**config.mk**
```make
export PLATFORM = sky130hd
export DESIGN_NAME = multisim_pull_arbiter
export DESIGN_NICKNAME = d
export VERILOG_FILES = /design/src/rtl/multisim_pull_arbiter.sv
export SDC_FILE = /design/constraint.sdc
export NUM_CORES = 1
export LEC_CHECK = 0
export ABC_AREA = 1
export CELL_PAD_IN_SITES_DETAIL_PLACEMENT = 2
export CELL_PAD_IN_SITES_GLOBAL_PLACEMENT = 2
export CORE_MARGIN = 2
export CORE_UTILIZATION = 28
export CTS_BUF_LIST = sky130_fd_sc_hd__clkbuf_16
export CTS_CLUSTER_DIAMETER = 30
export DETAILED_ROUTE_END_ITERATION = 8
export GPL_ROUTABILITY_DRIVEN = 0
export PLACE_DENSITY_LB_ADDON = 0.1
export SYNTH_ARGS = -nofsm -noshare
export SYNTH_HDL_FRONTEND = slang
export SYNTH_SLANG_ARGS = --single-unit
```
**constraint.sdc**
```tcl
create_clock -name clk -period 2.8 [get_ports clk]
set_input_delay 0.56 -clock clk [delete_from_list [all_inputs] [get_ports clk]]
set_output_delay 0.56 -clock clk [all_outputs]
set_load 0.01 [all_outputs]
```
**src/rtl/multisim_pull_arbiter.sv**
```systemverilog
// -----------------------------------------------------------------------------
// multisim_pull_arbiter
//
// Shares one multisim pull channel (valid/ready source) between NUM_PORTS
// local consumers. A round-robin pointer selects the next requester, one word
// is pulled from the channel and handed to exactly that consumer. When the
// channel reports no data, the arbiter waits BACKOFF_CYCLES before polling
// again so the channel is not hammered with empty polls.
//
// Ports:
//   clk, rst_n    clock, asynchronous active-low reset
//   up_data_vld   channel word valid
//   up_data_rdy   arbiter accepts channel word (high only while fetching)
//   up_data       channel payload
//   req           per-consumer request
//   dn_data_vld   one-hot word valid toward the granted consumer
//   dn_data_rdy   per-consumer accept (only the granted bit is looked at)
//   dn_data       shared payload bus, meaningful where dn_data_vld is set
//   grant_idx     currently granted consumer
//   busy          arbiter is not idle
// -----------------------------------------------------------------------------
module multisim_pull_arbiter #(
  parameter int DATA_WIDTH     = 64,
  parameter int NUM_PORTS      = 4,
  parameter int BACKOFF_CYCLES = 16
) (
  input  logic                         clk,
  input  logic                         rst_n,
  input  logic                         up_data_vld,
  output logic                         up_data_rdy,
  input  logic [DATA_WIDTH-1:0]        up_data,
  input  logic [NUM_PORTS-1:0]         req,
  output logic [NUM_PORTS-1:0]         dn_data_vld,
  input  logic [NUM_PORTS-1:0]         dn_data_rdy,
  output logic [DATA_WIDTH-1:0]        dn_data,
  output logic [$clog2(NUM_PORTS)-1:0] grant_idx,
  output logic                         busy
);

  localparam int IDX_W = $clog2(NUM_PORTS);
  // Counter must hold BACKOFF_CYCLES itself and never collapse to zero width.
  localparam int CNT_W = (BACKOFF_CYCLES > 1) ? $clog2(BACKOFF_CYCLES + 1) : 1;
  localparam logic [CNT_W-1:0] CNT_LOAD = CNT_W'(BACKOFF_CYCLES);
  localparam logic [IDX_W-1:0] LAST_IDX = IDX_W'(NUM_PORTS - 1);

  typedef enum logic [1:0] {
    S_IDLE,
    S_FETCH,
    S_DELIVER,
    S_BACKOFF
  } state_t;

  state_t                r_state;
  state_t                w_state_nxt;
  logic [IDX_W-1:0]      r_grant;
  logic [IDX_W-1:0]      w_grant_nxt;
  logic [IDX_W-1:0]      r_ptr;
  logic [IDX_W-1:0]      w_ptr_nxt;
  logic [IDX_W-1:0]      w_grant_inc;
  logic [IDX_W-1:0]      w_rr_idx;
  logic                  w_rr_found;
  logic [CNT_W-1:0]      r_cnt;
  logic [CNT_W-1:0]      w_cnt_nxt;
  logic [DATA_WIDTH-1:0] r_data;
  logic                  w_capture;

  // Rotating-priority search: first set req bit at or after the pointer.
  always_comb begin
    int cand;
    w_rr_found = 1'b0;
    w_rr_idx   = r_ptr;
    cand       = 0;
    for (int i = 0; i < NUM_PORTS; i++) begin
      cand = (int'(r_ptr) + i) % NUM_PORTS;
      if (!w_rr_found && req[IDX_W'(cand)]) begin
        w_rr_found = 1'b1;
        w_rr_idx   = IDX_W'(cand);
      end
    end
  end

  // Pointer moves just past whoever was served or gave up, wrapping at the top.
  assign w_grant_inc = (r_grant == LAST_IDX) ? '0 : r_grant + 1'b1;

  always_comb begin
    // NOTE: every signal driven here gets a default first, so no path through
    // the case statement can leave one unassigned and infer a latch.
    w_state_nxt = r_state;
    w_grant_nxt = r_grant;
    w_ptr_nxt   = r_ptr;
    w_cnt_nxt   = r_cnt;
    w_capture   = 1'b0;
    up_data_rdy = 1'b0;
    dn_data_vld = '0;
    case (r_state)
      S_IDLE: begin
        if (w_rr_found) begin
          w_grant_nxt = w_rr_idx;
          w_state_nxt = S_FETCH;
        end
      end
      S_FETCH: begin
        up_data_rdy = 1'b1;
        if (up_data_vld) begin
          w_capture   = 1'b1;
          w_state_nxt = S_DELIVER;
        end else if (BACKOFF_CYCLES == 0) begin
          w_state_nxt = S_IDLE;
        end else begin
          w_cnt_nxt   = CNT_LOAD;
          w_state_nxt = S_BACKOFF;
        end
      end
      S_BACKOFF: begin
        // A withdrawn request wins over expiry; the grant is given up and the
        // next consumer in line gets the first shot.
        if (!req[r_grant]) begin
          w_ptr_nxt   = w_grant_inc;
          w_cnt_nxt   = '0;
          w_state_nxt = S_IDLE;
        end else if (r_cnt == CNT_W'(1)) begin
          w_cnt_nxt   = '0;
          w_state_nxt = S_FETCH;
        end else begin
          w_cnt_nxt = r_cnt - 1'b1;
        end
      end
      S_DELIVER: begin
        // Held until the granted consumer takes it, even if its req drops.
        dn_data_vld[r_grant] = 1'b1;
        if (dn_data_rdy[r_grant]) begin
          w_ptr_nxt   = w_grant_inc;
          w_state_nxt = S_IDLE;
        end
      end
      default: w_state_nxt = S_IDLE;
    endcase
  end

  // NOTE: sequential state uses non-blocking assignments so every register
  // samples pre-edge values; the async reset branch clears state immediately.
  always_ff @(posedge clk or negedge rst_n) begin
    if (!rst_n) begin
      r_state <= S_IDLE;
    end else begin
      r_state <= w_state_nxt;
    end
  end

  always_ff @(posedge clk or negedge rst_n) begin
    if (!rst_n) begin
      r_grant <= '0;
      r_ptr   <= '0;
      r_cnt   <= '0;
      r_data  <= '0;
    end else begin
      r_grant <= w_grant_nxt;
      r_ptr   <= w_ptr_nxt;
      r_cnt   <= w_cnt_nxt;
      if (w_capture) begin
        r_data <= up_data;
      end
    end
  end

  assign dn_data   = r_data;
  assign grant_idx = r_grant;
  assign busy      = (r_state != S_IDLE);

  a_vld_onehot : assert property (@(posedge clk) disable iff (!rst_n)
    $onehot0(dn_data_vld));

  a_rdy_only_fetch : assert property (@(posedge clk) disable iff (!rst_n)
    up_data_rdy |-> (r_state == S_FETCH));

  a_data_stable : assert property (@(posedge clk) disable iff (!rst_n)
    (|(dn_data_vld & ~dn_data_rdy)) |=> $stable(dn_data));

endmodule

```
# Word level (Yosys, flattened, before mapping)
# Cells that the tools add are included.
[totals] register_bits=75 inputBits=75 output_inout_bits=72 elab_cells=84
[op_classes] addsub=5 magnitude_cmp=6 eq_ne=10 n_mux=43 n_reduce_logical=15
[ops] op="$mux W2" n=10
[ops] op="$mux W1" n=19
[ops] op="$lt A2 B4 Y1 const B" n=4
[ops] op="$mux W5" n=3
[ops] op="$bmux W1 S2" n=6
[ops] op="$pmux W5 S2" n=1
[ops] op="$ne A2 B2 Y1 const B" n=4
[ops] op="$pmux W2 S4" n=1
[ops] op="$eq A2 B2 Y1 const B" n=3
[ops] op="$reduce_and A3 Y1" n=2
[ops] op="$reduce_bool A2 Y1" n=3
[ops] op="$eq A5 B1 Y1 const B" n=1
[ops] op="$sub A5 B1 Y5 const B" n=1
[ops] op="$add A2 B1 Y2 const B" n=2
[ops] op="$add A2 B2 Y2 const B" n=2
[ops] op="$logic_and A1 B1 Y1" n=4
[ops] op="$mux W4" n=1
[ops] op="$pmux W2 S2" n=1
[ops] op="$reduce_and A2 Y1" n=2
[ops] op="$logic_not A1 Y1" n=3
[ops] op="$lt A2 B3 Y1 const B" n=1
[ops] op="$ne A3 B3 Y1 const B" n=1
[ops] op="$demux W1 S2" n=1
[ops] op="$eq A2 B1 Y1 const B" n=1
[ops] op="other kinds (2)" n=2

# Depth between registers and ports, before layout
[depth] depth_word=15 depth_mapped=14 depth_no_buf=14

# Least setup slack after synthesis
# OpenSTA, ideal clock, no wires.
[synth_timing] kind="register -> output" start="register r_grant[0], in the netlist grant_idx[0]" end="output dn_data_vld[2]" arrival_ns=0.989 required_ns=2.240 path_slack_ns=1.251 stages_incl_launch_ff=5 n_path_buf=0 path_cell_list="dfrtp_1 inv_1 ha_1 inv_1 nor2_1"
[synth_via] elab_chain_len=5 word_cells_on_any_way=6 cone_classes="order compare: 2; mux: 3; reduce/logical: 1"
[synth_lines] item="start, declared" line_no="55" text="logic [IDX_W-1:0] r_grant;"
[synth_lines] item="start signal, assigned" line_no="157" text="r_grant <= w_grant_nxt;"
[synth_lines] item="$lt A2 B3 Y1 (implied by the code) / $ge A2 B1 Y1 (equally long branches)" line_no="130" text="dn_data_vld[r_grant] = 1'b1;"
[synth_lines] item="$logic_and A1 B1 Y1 (implied by the code)" line_no="130"
[synth_lines] item="$mux W1 (implied by the code)" line_no="130"
[synth_lines] item="$demux W1 S2 (*)" line_no="130"
[synth_lines] item="$mux W4 (*)" line_no="95" text="case (r_state)"
[synth_lines] item="end, declared" line_no="33" text="output logic [NUM_PORTS-1:0] dn_data_vld,"
# Every way passes the cells marked *; elsewhere a longest branch is shown, timed or not.

# Final worst setup path
# Same ends and word-level chain as after synthesis.

==> flow_metrics.env <==
export IMPL_die_x_um=113.8
export IMPL_power_density_nw_per_um2=1193
export IMPL_grt_max_degree=65
export IMPL_syn_nets=363
export IMPL_wl_met1_um=3764
export IMPL_viasPerCell=4.515
export IMPL_drive_above_1_share=0.2449
export IMPL_cts_max_level=3
export IMPL_die_h_um=113.8
export IMPL_met2_length_um=5580
export IMPL_ys_ff_latch=75
export IMPL_tns_ps=0
export IMPL_cts_sinks=75
export IMPL_yosysWarnings=0
export IMPL_timing_hold_ws_ps=242.2
export IMPL_finalCritPeriodShare=0.8864
export IMPL_cts_buffers=9
export IMPL_drc_errors=0
export IMPL_required_ps=2240
export IMPL_ios=147
export IMPL_avgRoutedWirePerCell_um=17.37
export IMPL_post_cts_buffers=0
export IMPL_cts_max_path_buffers=2
export IMPL_clock_fmax_ghz=0.4029
export IMPL_netlist_area_um2=3376
export IMPL_synth_area_leaders="dfrtp_1 (56%), mux2_2 (21%), nand2_1 (4.7%)"
export IMPL_num_antenna_cells=0
export IMPL_port_buffers=146
export IMPL_status="finished, final reports clean"
export IMPL_setup_viol=0
export IMPL_via_count=2655
export IMPL_slew_headroom=0.5715
export IMPL_synth_edf_count=0
export IMPL_wl_met3_um=786
export IMPL_drt_iter0_drc=62
export IMPL_finalPower_mw=6.365
export IMPL_post_cts_resized=0
export IMPL_hp_class="in -> async"
export IMPL_layout_common_cells="clkdlybuf4s50_1 (145), dfrtp_1 (75), mux2_2 (64), nand2_1 (42), inv_1 (20)"
export IMPL_syn_inst=282
export IMPL_cap_violations=0
export IMPL_worst_pin_slew_ps=642.8
export IMPL_die_area_um2=12950
export IMPL_drv_slew=0
export IMPL_clk_pin_slew_worst_paths_ps=60
export IMPL_grt_total_usage=0.1663
export IMPL_fin_nets=517
export IMPL_dr_pass1_iters=3
export IMPL_fillCellCount=1253
export IMPL_synthArstFlopShare=1.000
export IMPL_finalCriticalPeriod_ps=2482
export IMPL_fin_util=0.4481
export IMPL_end_kind="output port"
export IMPL_area_delta_synth_final_pct=58.12
export IMPL_crit_path_max_fanout=11
export IMPL_p_leak_nw=2.324
export IMPL_routed_wl_um=10220
export IMPL_antenna_found_initial=0
export IMPL_cts_tree="yes"
export IMPL_worstPathArrival_ps=1920
export IMPL_ys_types=28
export IMPL_start_kind="flop"
export IMPL_yosysSeqAreaShare=0.5560
export IMPL_routed_top_layer="met4"
export IMPL_rsz0062_at_grt="no"
export IMPL_final_common_cell="clkdlybuf4s50_1"
export IMPL_yosysTopAreaCell="dfrtp_1"
export IMPL_synth_top_area_frac=0.5560
export IMPL_placedCellCount=572
export IMPL_coreArea_um2=11910
export IMPL_stdcell_count=588
export IMPL_syn_area_per_cell_um2=11.97
export IMPL_path_class="reg -> out"
export IMPL_row_count=40
export IMPL_cts_hold_buf=0
export IMPL_skew_ps=6.538
export IMPL_grt_pass1_wl_um=16390
export IMPL_start_util=0.2834
export IMPL_hpwl_um=7726
export IMPL_hold_viol_final=0
export IMPL_grt_pass1_vias=3105
export IMPL_clock_latency_ps=330
export IMPL_grt_overflow=0
export IMPL_ant_nets=0
export IMPL_dominantRegCellSynth="dfrtp_1"
export IMPL_vdd_drop_max_mv=0.4631
export IMPL_cts_root_buf="clkbuf_16"
[layout make-up]
cell class | instances | area (µm²) | share of cell area
clock buffer | 9 | 225.2 | 0.04219
tap | 147 | 183.9 | 0.03446
timing repair buffer | 150 | 1501 | 0.2813
multi-input combinational | 177 | 1370 | 0.2567
sequential | 75 | 1877 | 0.3516
inverter | 23 | 87.58 | 0.01641
clock inverter | 7 | 92.59 | 0.01735
[synth_stat cells (2+ instances only)]
library cell,n
nor2_4,2
o21ai_2,2
inv_2,3
nand2_1,42
nand2_2,8
nor2_1,12
nand3_1,15
o21ai_0,5
buf_2,6
ha_1,6
mux2_2,64
inv_1,19
nand2_4,5
nand3b_1,2
a21oi_1,3
dfrtp_1,75
xor2_1,2
[flip-flops by register name, indices dropped and copies added (netlist names)]
register and cells:
r_state 2, dn_data 64, r_ptr 2, r_cnt 5, grant_idx 2
[worst max-delay path, stage by stage, from the launching register on]
cell             delay (ps)
dfrtp_1                 520
inv_1                   220
ha_1                    170
inv_1                    40
nor2_1                  100
clkdlybuf4s50_1         540
[cell families (layout without fill, tap and decap cells)]
kind of cell	count (synthesis)	count (layout)	synth area share
simple gates	89	89	0.1323
flops	75	75	0.5560
mux	64	64	0.2135
buf+inv	30	189	0.03818
compound gates	15	15	0.03002
fa+ha+maj	6	6	0.02224
xor+xnor	3	3	0.007785
[metal layers]
metal	vias to the layer above	track usage
met5	-	0
met4	0	0.04146
met3	6	0.06801
met2	78	0.3074
met1	1325	0.1757
li1	1246	-
[where the power goes]
| part | switching [mW] | total [mW] | internal (mW) | leakage, nW |
|---|---|---|---|---|
| sequential | 0.362 | 2.00 | 1.64 | 0.893 |
| combinational | 1.41 | 3.14 | 1.72 | 1.28 |
| clock | 0.452 | 1.23 | 0.778 | 0.153 |
| total | 2.23 | 6.37 | 4.14 | 2.32 |
[path summary, 6_finish.rpt]
path | cells past startpoint | startpoint | slack [ps] | end
min in group clk | 1 | dn_data[32] | 500 | dn_data[32]
max in group asynchronous | 2 | rst_n | 1920 | r_cnt[4]
worst min register to register | 1 | dn_data[32] | 500 | dn_data[32]
worst max register to register | 13 | r_ptr[0] | 930 | grant_idx[1]
worst min-delay path | 1 | rst_n | 240 | dn_data[23]
worst max-delay path | 5 | grant_idx[0] | 320 | dn_data_vld[2]
[stage by stage]
| step | area, µm² | setup WS [ps] |
|---|---|---|
| after floorplan | 3376 | 1251 |
| after global placement | 5020 | 638.2 |
| after detailed placement | 5020 | 551.3 |
| after CTS | 5338 | 256.4 |
| after global routing | 5338 | 186.2 |
| final | 5338 | 318.1 |
Note: power is estimated with default switching activity, not from simulation.
